<file path="src/rtl/alu_driver_pkg.sv">
// rtl/alu_driver_pkg.sv - FSM state type, opcode width, default width and address-width helper for alu_driver
package alu_driver_pkg;

    localparam int OPC_W     = 3;
    localparam int DEF_WIDTH = 16;

    typedef enum logic [1:0] {
        IDLE    = 2'd0,
        ISSUE   = 2'd1,
        CAPTURE = 2'd2
    } state_e;

    // log2(NREG), never narrower than one bit so a two-entry file still has an address
    function automatic int addr_w(input int nreg);
        return (nreg > 2) ? $clog2(nreg) : 1;
    endfunction

endpackage

</file>
<file path="src/rtl/alu_driver_regfile.sv">
// rtl/alu_driver_regfile.sv - NREG x WIDTH operand register file, load + writeback ports, writeback wins
module alu_driver_regfile
    import alu_driver_pkg::*;
#(
    parameter int WIDTH = DEF_WIDTH,
    parameter int NREG  = 4,
    parameter int AW    = addr_w(NREG)
) (
    input  logic             clk,
    input  logic             rst,
    input  logic             ld_en_i,
    input  logic [AW-1:0]    ld_addr_i,
    input  logic [WIDTH-1:0] ld_data_i,
    input  logic             wb_en_i,
    input  logic [AW-1:0]    wb_addr_i,
    input  logic [WIDTH-1:0] wb_data_i,
    input  logic [AW-1:0]    rda_addr_i,
    output logic [WIDTH-1:0] rda_data_o,
    input  logic [AW-1:0]    rdb_addr_i,
    output logic [WIDTH-1:0] rdb_data_o,
    input  logic [AW-1:0]    rd_addr_i,
    output logic [WIDTH-1:0] rd_data_o
);

    logic [WIDTH-1:0] regs_q [NREG];

    // The writeback assignment comes last so it overrides a same-address load.
    always_ff @(posedge clk) begin
        if (rst) begin
            for (int i = 0; i < NREG; i++) begin
                regs_q[i] <= '0;
            end
        end else begin
            if (ld_en_i) begin
                regs_q[ld_addr_i] <= ld_data_i;
            end
            if (wb_en_i) begin
                regs_q[wb_addr_i] <= wb_data_i;
            end
        end
    end

    assign rda_data_o = regs_q[rda_addr_i];
    assign rdb_data_o = regs_q[rdb_addr_i];
    assign rd_data_o  = regs_q[rd_addr_i];

endmodule

</file>
<file path="src/rtl/alu_driver.sv">
// rtl/alu_driver.sv - ALU command driver: latch operands, hold ALU inputs SETTLE cycles, capture and write back
// Optional ALU_FLAG_CHECK_EN adds a sticky flag_err output comparing ALU flags against the result.
module alu_driver
    import alu_driver_pkg::*;
#(
    parameter int WIDTH  = DEF_WIDTH,
    parameter int NREG   = 4,
    parameter int SETTLE = 1,
    parameter int AW     = addr_w(NREG)
) (
    input  logic             clk,
    input  logic             rst,
    input  logic             cmd_valid,
    output logic             cmd_ready,
    input  logic [OPC_W-1:0] cmd_opc,
    input  logic             cmd_inc,
    input  logic [AW-1:0]    cmd_srca,
    input  logic [AW-1:0]    cmd_srcb,
    input  logic [AW-1:0]    cmd_dst,
    input  logic             ld_en,
    input  logic [AW-1:0]    ld_addr,
    input  logic [WIDTH-1:0] ld_data,
    output logic [WIDTH-1:0] alu_inA,
    output logic [WIDTH-1:0] alu_inB,
    output logic             alu_inc,
    output logic [OPC_W-1:0] alu_opc,
    input  logic [WIDTH-1:0] alu_w,
    input  logic             alu_zer,
    input  logic             alu_neg,
    output logic             done,
    output logic [WIDTH-1:0] res,
    output logic             flag_zer,
    output logic             flag_neg,
    input  logic [AW-1:0]    rd_addr,
    output logic [WIDTH-1:0] rd_data
`ifdef ALU_FLAG_CHECK_EN
    ,
    output logic             flag_err
`endif
);

    localparam int CW = (SETTLE > 1) ? $clog2(SETTLE) : 1;

    state_e           state_q, state_d;
    logic [CW-1:0]    cnt_q, cnt_d;
    logic [WIDTH-1:0] opa_q, opb_q, res_q;
    logic [OPC_W-1:0] opc_q;
    logic             inc_q;
    logic [AW-1:0]    dst_q;
    logic             done_q, zer_q, neg_q;
    logic             accept, capture;
    logic [WIDTH-1:0] rda_data, rdb_data;

    assign cmd_ready = (state_q == IDLE);
    assign accept    = cmd_valid && cmd_ready;
    assign capture   = (state_q == CAPTURE);

    alu_driver_regfile #(
        .WIDTH (WIDTH),
        .NREG  (NREG),
        .AW    (AW)
    ) u_regfile (
        .clk        (clk),
        .rst        (rst),
        .ld_en_i    (ld_en),
        .ld_addr_i  (ld_addr),
        .ld_data_i  (ld_data),
        .wb_en_i    (capture),
        .wb_addr_i  (dst_q),
        .wb_data_i  (alu_w),
        .rda_addr_i (cmd_srca),
        .rda_data_o (rda_data),
        .rdb_addr_i (cmd_srcb),
        .rdb_data_o (rdb_data),
        .rd_addr_i  (rd_addr),
        .rd_data_o  (rd_data)
    );

    always_comb begin
        state_d = state_q;
        cnt_d   = cnt_q;
        unique case (state_q)
            IDLE: begin
                if (cmd_valid) begin
                    state_d = ISSUE;
                    cnt_d   = '0;
                end
            end
            ISSUE: begin
                if (cnt_q == CW'(SETTLE - 1)) begin
                    state_d = CAPTURE;
                end else begin
                    cnt_d = cnt_q + CW'(1);
                end
            end
            CAPTURE: state_d = IDLE;
            default: state_d = IDLE;
        endcase
    end

    always_ff @(posedge clk) begin
        if (rst) begin
            state_q <= IDLE;
            cnt_q   <= '0;
        end else begin
            state_q <= state_d;
            cnt_q   <= cnt_d;
        end
    end

    // Operands are sampled from the pre-edge file contents, so a same-edge load is not seen.
    always_ff @(posedge clk) begin
        if (rst) begin
            opa_q <= '0;
            opb_q <= '0;
            opc_q <= '0;
            inc_q <= 1'b0;
            dst_q <= '0;
        end else if (accept) begin
            opa_q <= rda_data;
            opb_q <= rdb_data;
            opc_q <= cmd_opc;
            inc_q <= cmd_inc;
            dst_q <= cmd_dst;
        end
    end

    always_ff @(posedge clk) begin
        if (rst) begin
            done_q <= 1'b0;
            res_q  <= '0;
            zer_q  <= 1'b0;
            neg_q  <= 1'b0;
        end else begin
            done_q <= capture;
            if (capture) begin
                res_q <= alu_w;
                zer_q <= alu_zer;
                neg_q <= alu_neg;
            end
        end
    end

    assign alu_inA  = opa_q;
    assign alu_inB  = opb_q;
    assign alu_inc  = inc_q;
    assign alu_opc  = opc_q;
    assign done     = done_q;
    assign res      = res_q;
    assign flag_zer = zer_q;
    assign flag_neg = neg_q;

`ifdef ALU_FLAG_CHECK_EN
    logic err_q;
    logic calc_zer, calc_neg;

    assign calc_zer = (alu_w == '0);
    assign calc_neg = alu_w[WIDTH-1];

    always_ff @(posedge clk) begin
        if (rst) begin
            err_q <= 1'b0;
        end else if (capture && ((calc_zer != alu_zer) || (calc_neg != alu_neg))) begin
            err_q <= 1'b1;
        end
    end

    assign flag_err = err_q;
`endif

endmodule

</file>
<file path="config.mk">
export PLATFORM = sky130hd
export DESIGN_NAME = alu_driver
export DESIGN_NICKNAME = d
export VERILOG_FILES = /design/src/rtl/alu_driver_pkg.sv /design/src/rtl/alu_driver_regfile.sv /design/src/rtl/alu_driver.sv
export SDC_FILE = /design/constraint.sdc
export NUM_CORES = 1
export LEC_CHECK = 0
export ABC_AREA = 1
export CELL_PAD_IN_SITES_DETAIL_PLACEMENT = 1
export CELL_PAD_IN_SITES_GLOBAL_PLACEMENT = 1
export CORE_MARGIN = 1.5
export CORE_UTILIZATION = 25
export CTS_CLUSTER_DIAMETER = 60
export DETAILED_ROUTE_END_ITERATION = 10
export PLACE_DENSITY_LB_ADDON = 0.05
export SYNTH_ARGS = -nofsm -noshare
export SYNTH_HDL_FRONTEND = slang
export SYNTH_SLANG_ARGS = --single-unit
</file>
<file path="constraint.sdc">
create_clock -name clk -period 1.7 [get_ports clk]
set_input_delay 0.17 -clock clk [delete_from_list [all_inputs] [get_ports clk]]
set_output_delay 0.17 -clock clk [all_outputs]
set_load 0.01 [all_outputs]
</file>
==> results.md, run 1 <==
- Status: finished, final reports clean
- Register area share after synthesis: 45.52%
- Lkg Pwr: 4.207 nW
- Skew-Pair Late Insertion Delay: around 0.43 ns
- Number of H-tree levels: 4
- Synth async-reset ratio: 0%
- Site Rows: 60
- Total power: between 0.008 and 0.009 W
- GRT Total Usage: around a fifth
- Post-synth EDFFs: 64
- Synthesized Nets: around 1,000
- Fmax: between 0.5 and 0.6 GHz
- Maxcap violations: 0
- CTS Buffer Depth: 2
- Fillers: 3,267
- Primary FF master, synth: edfxtp_1
- Warnings from Yosys: 0
- Worst Setup Start Kind: flop
- Crit path time final: around 1.7 ns
- Flop-to-flop setup slack: 0.17 ns
- Worst Path Arrival: about 1.5 ns
- Place WS: -0.4847 ns
- Worst setup margin: 0.02043 ns
- P_int: 0.006090 W
- Hold_buf cts: 0
- DR pass1 iterations: 5
- Switching Fraction: 29.39%
- Routed WL: 25,880 microns
- Period utilisation layout: 98.80%
- CTS tree: yes
- DR vias/cell: ~4.6
- Vias in the first global route: slightly below 7,000
- Hold Vio Cnt, Final: 0
- Critical Path Sink Type: primary output
- Max-slew violation count: 0
- Via count: a little under 7,000
- Number of antenna violations at the first check in global routing: 0
- DIE HEIGHT: approximately 170 microns
- Reg2reg end: u_regfile.regs_q[3][1]
- Worst Hold Endpoint: flag_neg
- Drt initial violations: 442
- PwrDens: a little over 900 nW/um^2
- Inserted Diodes: 0
- Mapped Area: around 7000 sq um
- Initial Util: about a quarter
- CTS root buffer: clkbuf_16
- Setup TNS: 0 ns
- CP Max Fanout: 3
- CTS sink cnt: between 100 and 150
- Worst Path Required: roughly 1.5 ns
- I/O Pins: 124
- Fraction of layout cells with a size suffix above 1: 11.64%
- Clock share of power: 41.7%
- Num CTS Buffers: 17
- Core area: approximately 27,000 sq um
- Post-DRT Antenna Nets: 0
- Flop pwr share: between 40% and 50%
- IO buf count: 123
- First-pass GRT wire length: between 40,000 and 50,000 microns
- Hold Path Depth: 3
- Gpl congestion: around 0.81
- Grt ovf: 0
- Reg2Reg Depth: 6
- Max_slew headroom: between 70% and 80%
- Seq cells post-synth: 123
- Nets: 1,182
- Gate Count Post-Synth: between 900 and 1,000
- Final setup viols: 0
- Clock-pin slew on the worst setup and hold paths: 0.07 ns
- Worst Hold Class: in -> reg
- Setup Skew: roughly 0.012 ns
- Die area: 28,270 sq um
- Worst Tran Pin Value: ~0.32 ns
- Comb power frac: 17.8%
- Chip Width: between 150 and 200 microns
- Post-Syn Area per Cell: 7.013 sq um
- Worst IR drop on VDD: 0.4824 mV
- DR WL/cell: around 17 microns
- Reg2reg start: state_q[1]
- Cell variety after synth: 22
- Post-route DRC: 0
- P_sw: about 0.0025 W
- Pin count of the biggest net entering global routing: 39
- Hpwl dp: approximately 19,000 microns
- Synth-to-layout area growth: 39.01%
- Worst Hold Launch: alu_neg
- Setup CP Type: reg -> out
==> state kept, by name, indices dropped and copies added, names as in the netlist <==
register and count:
alu_inA 16, alu_inB 16, alu_inc 1, alu_opc 3, done 1, dst_q 2, flag_neg 1, flag_zer 1
res 16, state_q 2, u_regfile.regs_q 64
==> logic make-up after synthesis <==
| logic type | count (synthesis) | synth area share, % |
|---|---|---|
| flip-flops | 123 | 45.52 |
| AND/OR/NAND/NOR | 618 | 38.11 |
| buffers and inverters | 127 | 8.443 |
| AO/OA/AOI/OAI | 104 | 7.930 |
==> Yosys cell counts, types with 3 or more instances <==
master | number | area share, %
inv_1 | 59 | 3.2
a21oi_1 | 32 | 2.3
buf_2 | 28 | 2.1
clkbuf_1 | 21 | 1.2
nor2_4 | 5 | 0.83
inv_2 | 3 | 0.17
dfxtp_1 | 59 | 17
buf_6 | 3 | 0.50
nand2_2 | 4 | 0.37
nand3_1 | 163 | 12
edfxtp_1 | 64 | 28
buf_4 | 11 | 1.2
o21ai_0 | 56 | 4.1
nor2_1 | 116 | 6.4
nand2_1 | 326 | 18
o22ai_1 | 16 | 1.5
==> what timing repair did <==
item / in CTS / in global routing
cloned: 0 / 0
resized for setup: 30 / 8
pin swaps: 3 / 1
endpoints found under the setup margin: 17 / 9
buffers inserted: 14 / 4
==> layout by cell type (no fill, tap or decap), types with 32 or more instances in the layout <==
cell type / synthesis / final
inv_1: 59 / 59
dfxtp_1: 59 / 59
buf_4: 11 / 67
nand3_1: 163 / 161
nor2_1: 116 / 115
o21ai_0: 56 / 45
nand2_1: 326 / 326
clkdlybuf4s50_1: 0 / 104
a21oi_1: 32 / 32
edfxtp_1: 64 / 64
==> final cells by class <==
cell class	instances	area, sq um	share of cell area, %
well taps	341	426.7	4.503
repair buffers	203	1953	20.61
multi-input cells	722	3178	33.54
flip-flops and latches	123	3103	32.75
inverters	63	236.5	2.496
clock buffers	20	479.2	5.057
clock inverters	12	98.84	1.043
==> per-layer routing <==
layer | vias up | GRT usage [%] | part of all wire, %
li1 | 3483 | - | -
met1 | 3162 | 27.72 | 53
met2 | 127 | 28.93 | 43
met3 | 24 | 2.727 | 2.7
met4 | 0 | 5.551 | 1.4
met5 | - | 0 | 0
==> metrics by stage <==
stage          utilization [%]  hold slack (ns)  instances  area [sq um]
2_1_floorplan                -           0.2424        972          6827
3_3_place_gp             32.55           0.4406       1434          8748
3_5_place_dp             32.55           0.4472       1434          8748
4_1_cts                  35.13           0.3459       1480          9442
5_1_grt                  35.26           0.3976       1484          9475
6_report                 35.26           0.3569       1484          9475
==> worst max path at each step <==
stage / from / endpoint / slack (ns)
2_1_floorplan: dst_q[1] / u_regfile.regs_q[2][0] / 0.01
3_3_place_gp: rd_addr[1] / rd_data[14] / -0.46
3_5_place_dp: rd_addr[1] / rd_data[14] / -0.48
4_1_cts: u_regfile.regs_q[2][1] / rd_data[1] / 0.007
5_1_grt: u_regfile.regs_q[1][1] / rd_data[1] / -0.06
6_report: u_regfile.regs_q[1][1] / rd_data[1] / 0.02
==> critical path, cell delays in order, from the launching register on <==
cell and delay, ns:
edfxtp_1 0.44, o21ai_0 0.25, o22ai_1 0.11, dlygate4sd2_1 0.29
==> power groups by stage <==
| stage | combinational [W] | clock, W | sequential, W |
|---|---|---|---|
| floorplan | 0.000693 | 0 | 0.00354 |
| detailed placement | 0.00152 | 0 | 0.00357 |
| CTS | 0.00155 | 0.00371 | 0.00349 |
| global placement | 0.00152 | 0 | 0.00357 |
| global route | 0.00171 | 0.00383 | 0.00351 |
| finish | 0.00154 | 0.00360 | 0.00349 |
Note: power is estimated with default switching activity, not from simulation.
==> inputs of run 2 (changes only) <==
--- a/config.mk
+++ b/config.mk
@@ -6,6 +6,7 @@
 export NUM_CORES = 1
 export LEC_CHECK = 0
 export ABC_AREA = 1
+export ABC_CLOCK_PERIOD_IN_PS = 1700
 export CELL_PAD_IN_SITES_DETAIL_PLACEMENT = 1
 export CELL_PAD_IN_SITES_GLOBAL_PLACEMENT = 1
 export CORE_MARGIN = 1.5
==> results of run 2 <==
No change in the layout: final DEF, timing and power equal those of run 1.
==> inputs of run 3 (changes only) <==
--- a/config.mk
+++ b/config.mk
@@ -5,8 +5,6 @@
 export SDC_FILE = /design/constraint.sdc
 export NUM_CORES = 1
 export LEC_CHECK = 0
-export ABC_AREA = 1
-export ABC_CLOCK_PERIOD_IN_PS = 1700
 export CELL_PAD_IN_SITES_DETAIL_PLACEMENT = 1
 export CELL_PAD_IN_SITES_GLOBAL_PLACEMENT = 1
 export CORE_MARGIN = 1.5
==> run 3 against run 2 <==
  * Worst hold slack lost 0.031 ns
  * Highest routed layer unchanged
  * Fmax down 0.26%
  * Largest cell class is now sequential cells
  * Die area shrank 12%
  * Non-clock buffer count fell by 26
  * Flip-flop and latch count unchanged
  * Clock-buffer cell count grew 1
  * Sequential share of layout area is 3.4 points higher
  * Critical path type unchanged
==> results.md, run 3 <==
- Hpwl dp: 14,370 microns (was 19,160 microns)
- Worst Hold Class: in -> reg (unchanged)
- DR pass1 iterations: 4 (was 5)
- Gate Count Post-Synth: 450 (was 972)
- Comb power frac: 14.3% (was 17.8%)
- Max_slew headroom: 77.31% (was 78.34%)
- Synthesized Nets: 502 (was 1,024)
- Post-synth EDFFs: 64 (unchanged)
- Die area: 24,780 sq um (was 28,270 sq um)
- Count leader, synth: nand2_1 (unchanged)
- Hold Path Depth: 3 (unchanged)
- Flop pwr share: 42.1% (was 40.5%)
- Core area: 23,400 sq um (was 26,880 sq um)
- Clock-pin slew on the worst setup and hold paths: 0.06 ns (was 0.07 ns)
- Switching Fraction: 24.90% (was 29.39%)
- Reg2Reg Depth: 4 (was 6)
- Routed WL: 19,260 microns (was 25,880 microns)
- Maxcap violations: 0 (unchanged)
- Skew-Pair Late Insertion Delay: 0.41 ns (was 0.43 ns)
- Period utilisation layout: 99.06% (was 98.80%)
- Fraction of layout cells with a size suffix above 1: 27.71% (was 11.64%)
- Worst Hold Endpoint: flag_neg (unchanged)
- Place WS: -0.4030 ns (was -0.4847 ns)
- Reg2reg end: u_regfile.regs_q[1][8] (was u_regfile.regs_q[3][1])
- Pin count of the biggest net entering global routing: 34 (was 39)
- Register area: 3103 sq um (unchanged)
- Worst Hold Launch: alu_neg (unchanged)
- Critical path's largest stage delay: 0.50 ns (was 0.44 ns)
- Hold Vio Cnt, Final: 0 (unchanged)
- Crit path time final: 1.684 ns (was 1.680 ns)
- Final Instance Area: 8584 sq um (was 9475 sq um)
- Gpl congestion: 0.7935 (was 0.8144)
- Cell variety after synth: 29 (was 22)
- Mapped Area: 5962 sq um (was 6817 sq um)
- IO buf count: 123 (unchanged)
- Site Rows: 56 (was 60)
- CP Max Fanout: 3 (unchanged)
- Worst Path Arrival: 1.51 ns (about the same)
- Number of antenna violations at the first check in global routing: 0 (unchanged)
- Grt ovf: 0 (unchanged)
- Synth async-reset ratio: 0% (unchanged)
- Register area share after synthesis: 52.05% (was 45.52%)
- Most frequent cells in the layout: 105 x clkdlybuf4s50_1, 68 x nand2_1, 64 x edfxtp_1 (was 326 x nand2_1, 161 x nand3_1, 115 x nor2_1)
- Final core occ: 36.68% (was 35.26%)
- Inserted Diodes: 0 (unchanged)
- Warnings from Yosys: 0 (unchanged)
- CTS sink cnt: 123 (unchanged)
- Vias in the first global route: 4,796 (was 6,888)
- Most frequent cells after synthesis: 69 x nand2_1, 64 x edfxtp_1, 59 x dfxtp_1 (was 326 x nand2_1, 163 x nand3_1, 116 x nor2_1)
- Reg2reg start: dst_q[1] (was state_q[1])
- DR vias/cell: 4.612 (was 4.580)
- Number of flip-flops in the largest register: 64 (unchanged)
- Area used by multi-input combinational logic: 2620 sq um (was 3178 sq um)
- Post-DRT Antenna Nets: 0 (unchanged)
- I/O Pins: 124 (unchanged)
- DIE HEIGHT: 157.4 microns (was 168.1 microns)
- Cells along the critical path: mux4_2 > buf_6 (was o21ai_0 > o22ai_1 > dlygate4sd2_1)
- Fillers: 2,506 (was 3,267)
- First-pass GRT wire length: 29,650 microns (was 40,970 microns)
- CTS tree: yes (unchanged)
- Post-Syn Area per Cell: 13.25 sq um (was 7.013 sq um)
- Status: finished, final reports clean (unchanged)
- Worst IR drop on VDD: 0.5843 mV (was 0.4824 mV)
- Primary FF master, synth: edfxtp_1 (unchanged)
- Via count: 4,317 (was 6,796)
- Lkg Pwr: 3.289 nW (was 4.207 nW)
- Final setup viols: 0 (unchanged)
- Critical Path Sink Type: primary output (unchanged)
- Initial Util: 25.48% (was 25.36%)
- Max-slew violation count: 0 (unchanged)
- P_int: 0.006112 W (was 0.006090 W)
- Synth-to-layout area growth: 43.99% (was 39.01%)
- Slowest-stage cell, CP: mux4_2 (was edfxtp_1)
- Number of H-tree levels: 4 (unchanged)
- P_sw: 0.002027 W (was 0.002535 W)
- Chip Width: 157.4 microns (was 168.1 microns)
- DR WL/cell: 20.58 microns (was 17.44 microns)
- Dominant cell type by area after synthesis: edfxtp_1 (unchanged)
- Setup CP Type: reg -> out (unchanged)
- Hold slack: 0.3263 ns (was 0.3569 ns)
- GRT Total Usage: 16.39% (was 18.97%)
- Worst Path Required: 1.53 ns (about the same)
- Seq cells post-synth: 123 (unchanged)
- Flop-to-flop setup slack: 0.10 ns (was 0.17 ns)
- Synth top area share: 32.24% (was 28.19%)
- Nets: 656 (was 1,182)
- Setup Skew: 0.007104 ns (was 0.01235 ns)
- Drt initial violations: 165 (was 442)
- Num CTS Buffers: 17 (unchanged)
- RSZ-0062 raised after global routing: true
- Placed inst area: 7934 sq um (was 8748 sq um)
- Largest Register: u_regfile.regs_q (unchanged)
- Total power: 0.008139 W (was 0.008625 W)
- Worst Setup Start Kind: flop (unchanged)
- Synth area leaders: edfxtp_1 32%, dfxtp_1 20%, mux4_2 18% (was edfxtp_1 28%, nand2_1 18%, dfxtp_1 17%)
- PwrDens: 948.1 nW/um^2 (was 910.2 nW/um^2)
- CTS root buffer: clkbuf_16 (unchanged)
- Post-route DRC: 0 (unchanged)
- Fmax: 0.5938 GHz (was 0.5954 GHz)
- Worst setup margin: 0.01606 ns (was 0.02043 ns)
- Worst Tran Pin Value: 0.3310 ns (was 0.3245 ns)
- CTS Buffer Depth: 2 (unchanged)
- Commonest non-fill, non-tap cell in the layout: clkdlybuf4s50_1 (was nand2_1)
- Clock share of power: 43.6% (was 41.7%)
run 3: changes by cell type after synthesis, sizes merged, moves of 7 or more:
cell / delta
o22ai: -16
o21ai: -56
buf: -15
nand3: -163
a21oi: -12
nand2: -261
a22o: +64
mux2i: +38
mux4: +48
nor2: -111
inv: -46
clkbuf: -7
run 3: worst max path at each step:
| stage | cells past startpoint | slack (ns) | to | from |
|---|---|---|---|---|
| finish | 2 | 0.02 | rd_data[12] | u_regfile.regs_q[0][12] |
| global route | 2 | -0.02 | rd_data[12] | u_regfile.regs_q[0][12] |
| CTS | 2 | 0.0009 | rd_data[8] | u_regfile.regs_q[0][8] |
| detailed placement | 4 | -0.40 | rd_data[14] | rd_addr[0] |
| global placement | 4 | -0.37 | rd_data[7] | rd_addr[0] |
| floorplan | 4 | 0.01 | u_regfile.regs_q[2][0] | state_q[1] |
run 3: worst max-delay path, delay by kind of cell, from the launching register on:
kind | cells | cell delay, ns
buffers and inverters | 1 | 0.14
muxes | 1 | 0.50
DFF | 1 | 0.47
run 3: timing repair:
item	4_1_cts	5_1_grt
resized for setup	69	4
pin swaps	0	0
endpoints found under the setup margin	17	5
buffers inserted	11	1
gates cloned	1	0
hold buffers	0	0
run 3: final cells by class:
| class | instances | share of cell area, % |
|---|---|---|
| flip-flops and latches | 123 | 36.15 |
| multi-input cells | 269 | 30.52 |
| repair buffers | 177 | 21.27 |
| clock buffers | 21 | 5.480 |
| well taps | 319 | 4.649 |
| clock inverters | 11 | 1.239 |
| inverters | 16 | 0.6996 |
run 3: kinds of logic (layout without fill, tap and decap cells):
family                 Yosys count  count (layout)  synth area share (%)
AOI/OAI and AO/OA               85              85                 11.65
and+or+nand+nor                 98              98                 7.408
muxes                           86              86                 24.51
DFF                            123             123                 52.05
buffers and inverters           58             225                 4.386
run 3: stage by stage:
stage / std cells / setup TNS, ns
2_1_floorplan: 450 / 0
3_3_place_gp: 891 / -30.74
3_5_place_dp: 891 / -32.74
4_1_cts: 935 / 0
5_1_grt: 936 / -0.07491
6_report: 936 / 0
run 3: routing by layer:
layer / up-vias / wire, microns / GRT usage (%)
met4: 0 / 276 / 5.256
met2: 111 / 8758 / 25.42
met1: 2151 / 9289 / 22.17
met5: - / 0 / 0
met3: 20 / 936 / 4.350
li1: 2035 / - / -
run 3: power groups by stage:
| stage | Combinational [W] | Sequential [W] | Clock [W] |
|---|---|---|---|
| 2_1_floorplan | 0.000520 | 0.00347 | 0 |
| 3_3_place_gp | 0.00115 | 0.00349 | 0 |
| 3_5_place_dp | 0.00117 | 0.00349 | 0 |
| 4_1_cts | 0.00117 | 0.00343 | 0.00364 |
| 5_1_grt | 0.00125 | 0.00345 | 0.00379 |
| 6_report | 0.00116 | 0.00343 | 0.00355 |
